### config.mk
export PLATFORM = sky130hd
export DESIGN_NAME = host_bus_fabric
export DESIGN_NICKNAME = d
export VERILOG_FILES = /design/src/rtl/host_bus_fabric.sv
export SDC_FILE = /design/constraint.sdc
export NUM_CORES = 1
export LEC_CHECK = 0
export CELL_PAD_IN_SITES_DETAIL_PLACEMENT = 2
export CELL_PAD_IN_SITES_GLOBAL_PLACEMENT = 2
export CORE_ASPECT_RATIO = 1.2
export CORE_MARGIN = 1.5
export CORE_UTILIZATION = 20
export DETAILED_ROUTE_END_ITERATION = 10
export PLACE_DENSITY = 0.8
export SKIP_LAST_GASP = 1
export SLEW_MARGIN = 30
export SYNTH_ARGS = -nofsm -noshare
export SYNTH_HDL_FRONTEND = slang
export SYNTH_SLANG_ARGS = --single-unit
### constraint.sdc
create_clock -name I_clock -period 2.5 [get_ports I_clock]
set_input_delay 0.625 -clock I_clock [delete_from_list [all_inputs] [get_ports I_clock]]
set_output_delay 0.625 -clock I_clock [all_outputs]
set_load 0.005 [all_outputs]
### src/rtl/host_bus_fabric.sv
// Host-bus interconnect: table-driven address decode, per-slave wait states,
// single-shot read/write strobes, open-bus read-data retention and an
// unmapped-access flag.
module host_bus_fabric #(
   parameter int                             P_slaves    = 3,
   parameter int                             P_addr_bits = 16,
   parameter int                             P_data_bits = 8,
   parameter logic [P_slaves*P_addr_bits-1:0] P_map_base = {16'h8000, 16'h2000, 16'h0000},
   parameter logic [P_slaves*P_addr_bits-1:0] P_map_mask = {16'h8000, 16'hE000, 16'hE000},
   parameter logic [P_slaves*4-1:0]          P_wait      = {4'd1, 4'd2, 4'd0},
   parameter bit                             P_open_bus  = 1'b1
) (
   input  logic                            I_clock,
   input  logic                            I_reset,
   input  logic                            I_phy2,
   input  logic                            I_rdwr,
   input  logic [P_addr_bits-1:0]          I_addr,
   input  logic [P_data_bits-1:0]          I_wr_data,
   output logic [P_data_bits-1:0]          O_rd_data,
   output logic                            O_ready,
   output logic [P_slaves-1:0]             O_select,
   output logic [P_slaves-1:0]             O_wren,
   output logic [P_slaves-1:0]             O_rden,
   output logic [P_data_bits-1:0]          O_wr_data,
   input  logic [P_slaves*P_data_bits-1:0] I_rd_data,
   output logic                            O_unmapped
);

   localparam int SEL_W = (P_slaves > 1) ? $clog2(P_slaves) : 1;

   typedef enum logic {ST_IDLE, ST_WAIT} state_t;

   state_t                 state_q, state_d;
   logic [3:0]             cnt_q, cnt_d;
   logic [SEL_W-1:0]       sel_q, sel_d;
   logic                   sel_valid_q, sel_valid_d;
   logic [P_data_bits-1:0] open_bus_q, open_bus_d;
   logic                   unmapped_q, unmapped_d;

   logic                   hit_any;
   logic [SEL_W-1:0]       hit_idx;
   logic [3:0]             hit_wait;
   logic                   cur_valid;
   logic [SEL_W-1:0]       cur_idx;
   logic                   complete;
   logic [P_data_bits-1:0] slave_data;

   // Priority address decode: scanning downwards lets the lowest index win
   always_comb begin
      hit_any = 1'b0;
      hit_idx = '0;
      for (int i = P_slaves - 1; i >= 0; i--) begin
         if ((I_addr & P_map_mask[i*P_addr_bits +: P_addr_bits]) ==
             (P_map_base[i*P_addr_bits +: P_addr_bits] & P_map_mask[i*P_addr_bits +: P_addr_bits])) begin
            hit_any = 1'b1;
            hit_idx = SEL_W'(i);
         end
      end
      hit_wait = P_wait[int'(hit_idx)*4 +: 4];
   end

   // Access FSM: decides stall, which slave is addressed, and the completing clock
   always_comb begin
      state_d     = state_q;
      cnt_d       = cnt_q;
      sel_d       = sel_q;
      sel_valid_d = sel_valid_q;
      O_ready     = 1'b1;
      cur_valid   = 1'b0;
      cur_idx     = '0;
      case (state_q)
         ST_IDLE: begin
            if (I_phy2 && hit_any) begin
               cur_valid = 1'b1;
               cur_idx   = hit_idx;
               if (hit_wait != 4'd0) begin
                  O_ready     = 1'b0;
                  state_d     = ST_WAIT;
                  cnt_d       = hit_wait - 4'd1;
                  sel_d       = hit_idx;
                  sel_valid_d = 1'b1;
               end
            end
         end
         ST_WAIT: begin
            if (!I_phy2) begin
               // Core abandoned the access: no strobe, back to idle
               state_d     = ST_IDLE;
               sel_valid_d = 1'b0;
               cnt_d       = 4'd0;
            end else begin
               // Selection is locked to the slave decoded at access start
               cur_valid = sel_valid_q;
               cur_idx   = sel_q;
               if (cnt_q != 4'd0) begin
                  O_ready = 1'b0;
                  cnt_d   = cnt_q - 4'd1;
               end else begin
                  state_d     = ST_IDLE;
                  sel_valid_d = 1'b0;
               end
            end
         end
         default: begin
            state_d     = ST_IDLE;
            sel_valid_d = 1'b0;
         end
      endcase
      // Holding reset suppresses any completion so no strobe can leak out
      complete = I_phy2 & O_ready & ~I_reset;
   end

   // Chip selects, strobes, read-data mux and next open-bus / unmapped values
   always_comb begin
      O_select   = '0;
      O_wren     = '0;
      O_rden     = '0;
      slave_data = I_rd_data[int'(cur_idx)*P_data_bits +: P_data_bits];
      for (int i = 0; i < P_slaves; i++) begin
         if (cur_valid && (cur_idx == SEL_W'(i))) begin
            O_select[i] = 1'b1;
            O_wren[i]   = complete & ~I_rdwr;
            O_rden[i]   = complete & I_rdwr;
         end
      end
      if (cur_valid)
         O_rd_data = slave_data;
      else if (P_open_bus)
         O_rd_data = open_bus_q;
      else
         O_rd_data = '1;
      open_bus_d = open_bus_q;
      if (complete) begin
         if (!I_rdwr)
            open_bus_d = I_wr_data;
         else if (cur_valid)
            open_bus_d = slave_data;
      end
      unmapped_d = complete & ~cur_valid;
   end

   assign O_wr_data  = I_wr_data;
   assign O_unmapped = unmapped_q;

   // State, wait counter, locked selection and open-bus latch registers
   always_ff @(posedge I_clock or posedge I_reset) begin
      if (I_reset) begin
         state_q     <= ST_IDLE;
         cnt_q       <= 4'd0;
         sel_q       <= '0;
         sel_valid_q <= 1'b0;
         open_bus_q  <= '1;
         unmapped_q  <= 1'b0;
      end else begin
         state_q     <= state_d;
         cnt_q       <= cnt_d;
         sel_q       <= sel_d;
         sel_valid_q <= sel_valid_d;
         open_bus_q  <= open_bus_d;
         unmapped_q  <= unmapped_d;
      end
   end

endmodule

* Word-level counts from Yosys, hierarchy flattened
Cells that the tools add are included.
** Storage, ports and cells
- Bits in registers :: 17
- Latch bits :: 0
- RAM bits :: 0
- Memory bits (read-only) :: 0
- Input bits :: 52
- Output and inout bits :: 27
- Word-level logic and storage cells :: 80
- Memories :: 0
** Cells by class
- Add/subtract/negate cells :: 2
- $mul :: 0
- Divide/modulo/power cells :: 0
- Magnitude comparators :: 0
- Eq/ne operators :: 7
- Shifts and indexed selects :: 2
- Muxes and demuxes :: 43
- Bitwise logic cells :: 9
- Reductions and logical operators :: 11
** Operator list (count)
- $mux 1 :: 26
- $shiftx 24x6->8 :: 1
- $logic_not 16->1 :: 1
- $mux 4 :: 4
- $mux 8 :: 2
- $shiftx 12x5->4 const A :: 1
- $mux 2 :: 5
- $reduce_and 3->1 :: 3
- $pmux 1 s2 :: 4
- $pmux 4 s2 :: 1
- $reduce_bool 4->1 :: 2
- $sub 4x1->4 const B :: 2
- $and 1x1->1 :: 5
- $logic_and 1x1->1 :: 4
- $ne 2x2->1 const B :: 2
- $not 1->1 :: 4
- $pmux 2 s2 :: 1
- $eq 3x1->1 const B :: 1
- $ne 3x2->1 const B :: 1
- $ne 3x3->1 const B :: 1
- $eq 2x1->1 const B :: 1
- $eq 2x2->1 const B :: 1
- $logic_not 2->1 :: 1

* Longest topological paths before layout
- Depth in word-level cells :: 12
- Mapped depth :: 8
- Gate-level depth less buffers :: 7

* Least setup slack after synthesis
Ideal clock, no wire load.
- Path type :: input to output
- Start point :: input port I_addr[14]
- End point :: output port O_rd_data[1]
- Data arrival time :: 1784 ps
- Required time :: 1875 ps
- Setup slack :: 91 ps
- Stages on the path :: 5
- Path buffers :: 0
- Path through :: nor4b_2 or2_4 mux2_4 a222oi_1 inv_1
** Between the ends
- Cells in the longest elaborated chain, start to end :: 8
** Ends and longest elaborated chain
- start, declared :: line 17 : input logic [P_addr_bits-1:0] I_addr,
- $eq 3x1->1 :: line 53 : if ((I_addr & P_map_mask[i*P_addr_bits +: P_addr_bits]) ==
- $mux 1 (2 in series) :: line 53
- $logic_and 1x1->1 :: line 73 : if (I_phy2 && hit_any) begin
- $mux 2 :: line 73
- $pmux 2 s2 :: line 71 : case (state_q)
- $shiftx 24x6->8 :: line 118 : slave_data = I_rd_data[int'(cur_idx)*P_data_bits +: P_data_bits];
- $mux 8 (*) :: line 126 : if (cur_valid)
- end, declared :: line 19 : output logic [P_data_bits-1:0] O_rd_data,
Mark *: on every way between the ends. The rest lies on a longest branch, timed or not.

* Final worst setup path
- Start point :: register state_q
- End point :: output port O_rd_data[1]
** Between the ends
- Cells in the longest elaborated chain, start to end :: 4
** Ends and longest elaborated chain
- start, declared :: line 33 : state_t state_q, state_d;
- start signal, assigned :: line 155 : state_q <= state_d;
- $not 1->1 (no line)
- $pmux 2 s2 :: line 71
- $shiftx 24x6->8 :: line 118
- $mux 8 (*) :: line 126
Marked as above.

==> flow_summary.yaml <==
critical_path:
  cp_max_fo: 5
  critical_path_class: "flip-flop to output port"
  cp-start-kind: "flip-flop"
  r2r_setup_slack_ns: 0.05
  worstPathRequired_ns: 1.88
  end_kind: "output port"
  worst_ep_arrival_time_ns: 2.17
floorplanning:
  start_util_pct: 20.5
  die-area_sq_mm: 0.00701
  rows: 32
  core_sq_mm: 0.00637
  die_h_um: 91.4
  pin_count: 79
  die_w_um: 76.7
power:
  leakage_nw: 1.38
  p_per_area_mw_per_mm2: 871
  ir_drop_uv: 350
  power_mw: 2.55
drt:
  num_vias: 1833
  drt_wl_total_um: 9040
  drt_iter0_markers: 83
  via_per_inst: 4.90
  drtAntennaViolNets: 0
  drc_errors: 0
  first_pass_iters: 4
  wl_per_cell_um: 24.2
layout:
  areaGrowthSynthToFinish_pct: 125
  nets: 344
  diodes: 0
  drive_gt1_share_pct: 59.9
timing:
  postLayoutSetupSlackWorst_ns: -0.300
  rsz0062_at_grt: "true"
  drv_slew: 0
  hold_violations: 0
  fin_setup_tns_ns: -2.51
  post-route-period-util_pct: 112
  min_period_ns: 2.80
  slew_headroom_pct: 49.6
  tightest_slew_ns: 0.756
  fmaxAchievable_mhz: 357
  finalClockSkew_ns: 0.00490
  report.final.setup_viol: 16
placement:
  routabilityCongestion: 0.779
  dpl.hpwl_um: 4510
  port_buffers: 65
logic_synthesis:
  synth_fa_ha_area_share_pct: 1.92
  avgSynthCellArea_sq_um: 9.11
  ys_warn_count: 0
  synth_top_cell_by_area: "dfrtp_1"
  synthSimpleGateAreaFrac_pct: 21.4
  ys_top_cells_by_area: "dfrtp_1, dfstp_2, a22oi_1, and3_1, a221o_1"
  ys.flop_type: "dfrtp_1"
  synth_area_sq_mm: 0.00130
  synth-compound-area-share_pct: 28.6
  synthMuxAreaShare_pct: 3.46
  async_flop_share_pct: 100
  synth_nets: 197
  synth_edf_count: 0
  ys_ff_latch: 17
  syn_inst: 143
  synthDistinctLibCells: 41
  synth_top_area_share_pct: 17.3
  synth_xor_area_share_pct: 0
  seq_area_frac_synth_pct: 33.4
  synth_top_family_by_area: "compound AO/OA/AOI/OAI gates"
global_routing:
  grt-ovfl-total: 0
  grt_pass1_wl_um: 12800
  grt_max_degree: 18
  grt_pass1_vias: 2205
  grtUsageTotal_pct: 24.1
  grt_antenna_before_repair: 0
clock_network:
  clock_path_buffers: 2
  cts_tree: "built"
  cts_sinks: 17
  clkTransAtPathRegs_ns: 0.08
  numCtsBuffers: 3
  cts_root_buf: "clkbuf_8"
  clk_latency_ns: 0.26
  h-tree-depth: 1
  cts_hold_buffers: 0
run_status:
  failed_checks: "negative setup slack"
  outcome: "complete, but fails checks"
hold_path:
  hold_class: "flip-flop to flip-flop"
flow_run:
  drv_cap: 0
==> sequential cells by signal, summed over array words and instances, names as in the netlist <==
signal       cells
state_q          1
sel_q            2
O_unmapped       1
cnt_q            4
open_bus_q       8
sel_valid_q      1
==> report_power, final <==
group	switching [mW]	internal, mW
combinational	0.766	0.986
sequential	0.134	0.440
clock	0.112	0.114
total	1.01	1.54
==> synth_stat cells (2+ instances only) <==
cell	instances
a21o_1	2
a21oi_1	6
a221o_1	7
a22oi_1	12
and2_1	2
and3_1	12
buf_2	2
buf_4	9
buf_6	2
dfrtp_1	9
dfstp_2	8
ha_1	2
inv_1	11
mux2i_1	3
nand2_1	8
nand2b_1	2
nand3_1	3
nor2_1	5
nor2b_1	2
nor3_1	3
nor3b_1	2
o21a_1	2
o21ai_0	3
o21ai_1	8
or2_4	2
==> through the flow <==
step | std cells | worst slack (ns) | utilization (%) | area, sq um | hold slack, ns
2_1_floorplan | 143 | 0.0906 | - | 1300 | 0.470
3_5_place_dp | 323 | -0.970 | 36.1 | 2300 | 0.514
6_report | 374 | -0.300 | 46.0 | 2930 | 0.612
5_1_grt | 374 | -0.392 | 46.0 | 2930 | 0.651
4_1_cts | 369 | -0.233 | 44.0 | 2800 | 0.524
3_3_place_gp | 323 | -0.864 | 36.1 | 2300 | 0.496
==> critical path, cell delays in order (launching register included) <==
cell      delay [ns]
dfrtp_2         0.46
nor4b_4         0.32
or2_4           0.18
mux2_4          0.29
a222oi_1        0.39
inv_1           0.11
buf_2           0.15
==> layer usage <==
metal | global-route usage (%) | part of all wire, %
met5 | 0 | 0
met4 | 11.0 | 3.8
met3 | 4.22 | 3.8
met2 | 46.8 | 57
met1 | 24.6 | 35
==> placed cells by master (no fill, tap or decap), types with 2 or more instances in the layout <==
| cell | netlist | layout |
|---|---|---|
| buf_4 | 9 | 70 |
| clkdlybuf4s50_1 | 0 | 43 |
| buf_6 | 2 | 23 |
| buf_2 | 2 | 12 |
| a22oi_2 | 0 | 11 |
| dfrtp_1 | 9 | 8 |
| and3_1 | 12 | 8 |
| dfstp_2 | 8 | 8 |
| inv_1 | 11 | 7 |
| o21ai_2 | 1 | 7 |
| a221o_1 | 7 | 7 |
| nand2_1 | 8 | 6 |
| a21oi_1 | 6 | 6 |
| nor2_1 | 5 | 4 |
| and3_4 | 0 | 4 |
| o21ai_0 | 3 | 3 |
| inv_2 | 0 | 3 |
| mux2i_1 | 3 | 3 |
| clkbuf_8 | 0 | 3 |
| buf_8 | 0 | 3 |
| clkbuf_2 | 0 | 3 |
| nor2b_4 | 0 | 2 |
| or2_4 | 2 | 2 |
| and2_1 | 2 | 2 |
| o21a_1 | 2 | 2 |
| nor3b_1 | 2 | 2 |
| o21ai_1 | 8 | 2 |
| a21o_1 | 2 | 2 |
==> what timing repair did <==
action                     in CTS  in global routing
setup buffers                  42                 14
resized for setup             128                 37
setup endpoints to repair      18                 21
cloned                          1                  0
pin swaps                      15                 16
hold endpoints to repair        0                  0
==> cells by family after synthesis <==
group / Yosys count
flops: 17
mux: 4
buf+inv: 25
fa+ha+maj: 2
simple gates: 47
compound gates: 48
==> final timing paths <==
kind | start | end | cells after the start
max | state_q | O_rd_data[1] | 6
max reg2reg | state_q | open_bus_q[5] | 12
min reg2reg | open_bus_q[1] | open_bus_q[1] | 2
min in group asynchronous | I_reset | sel_valid_q | 2
max in group asynchronous | I_reset | state_q | 2
min | open_bus_q[1] | open_bus_q[1] | 2
==> cell type report <==
class | instances | area (sq um)
multi-input cells | 101 | 940
fillers | 640 | 3440
flip-flops and latches | 17 | 437
well taps | 85 | 106
inverters | 11 | 45.0
clock buffers | 4 | 45.0
repair buffers | 156 | 1360
(Power assumes the default switching activity.)
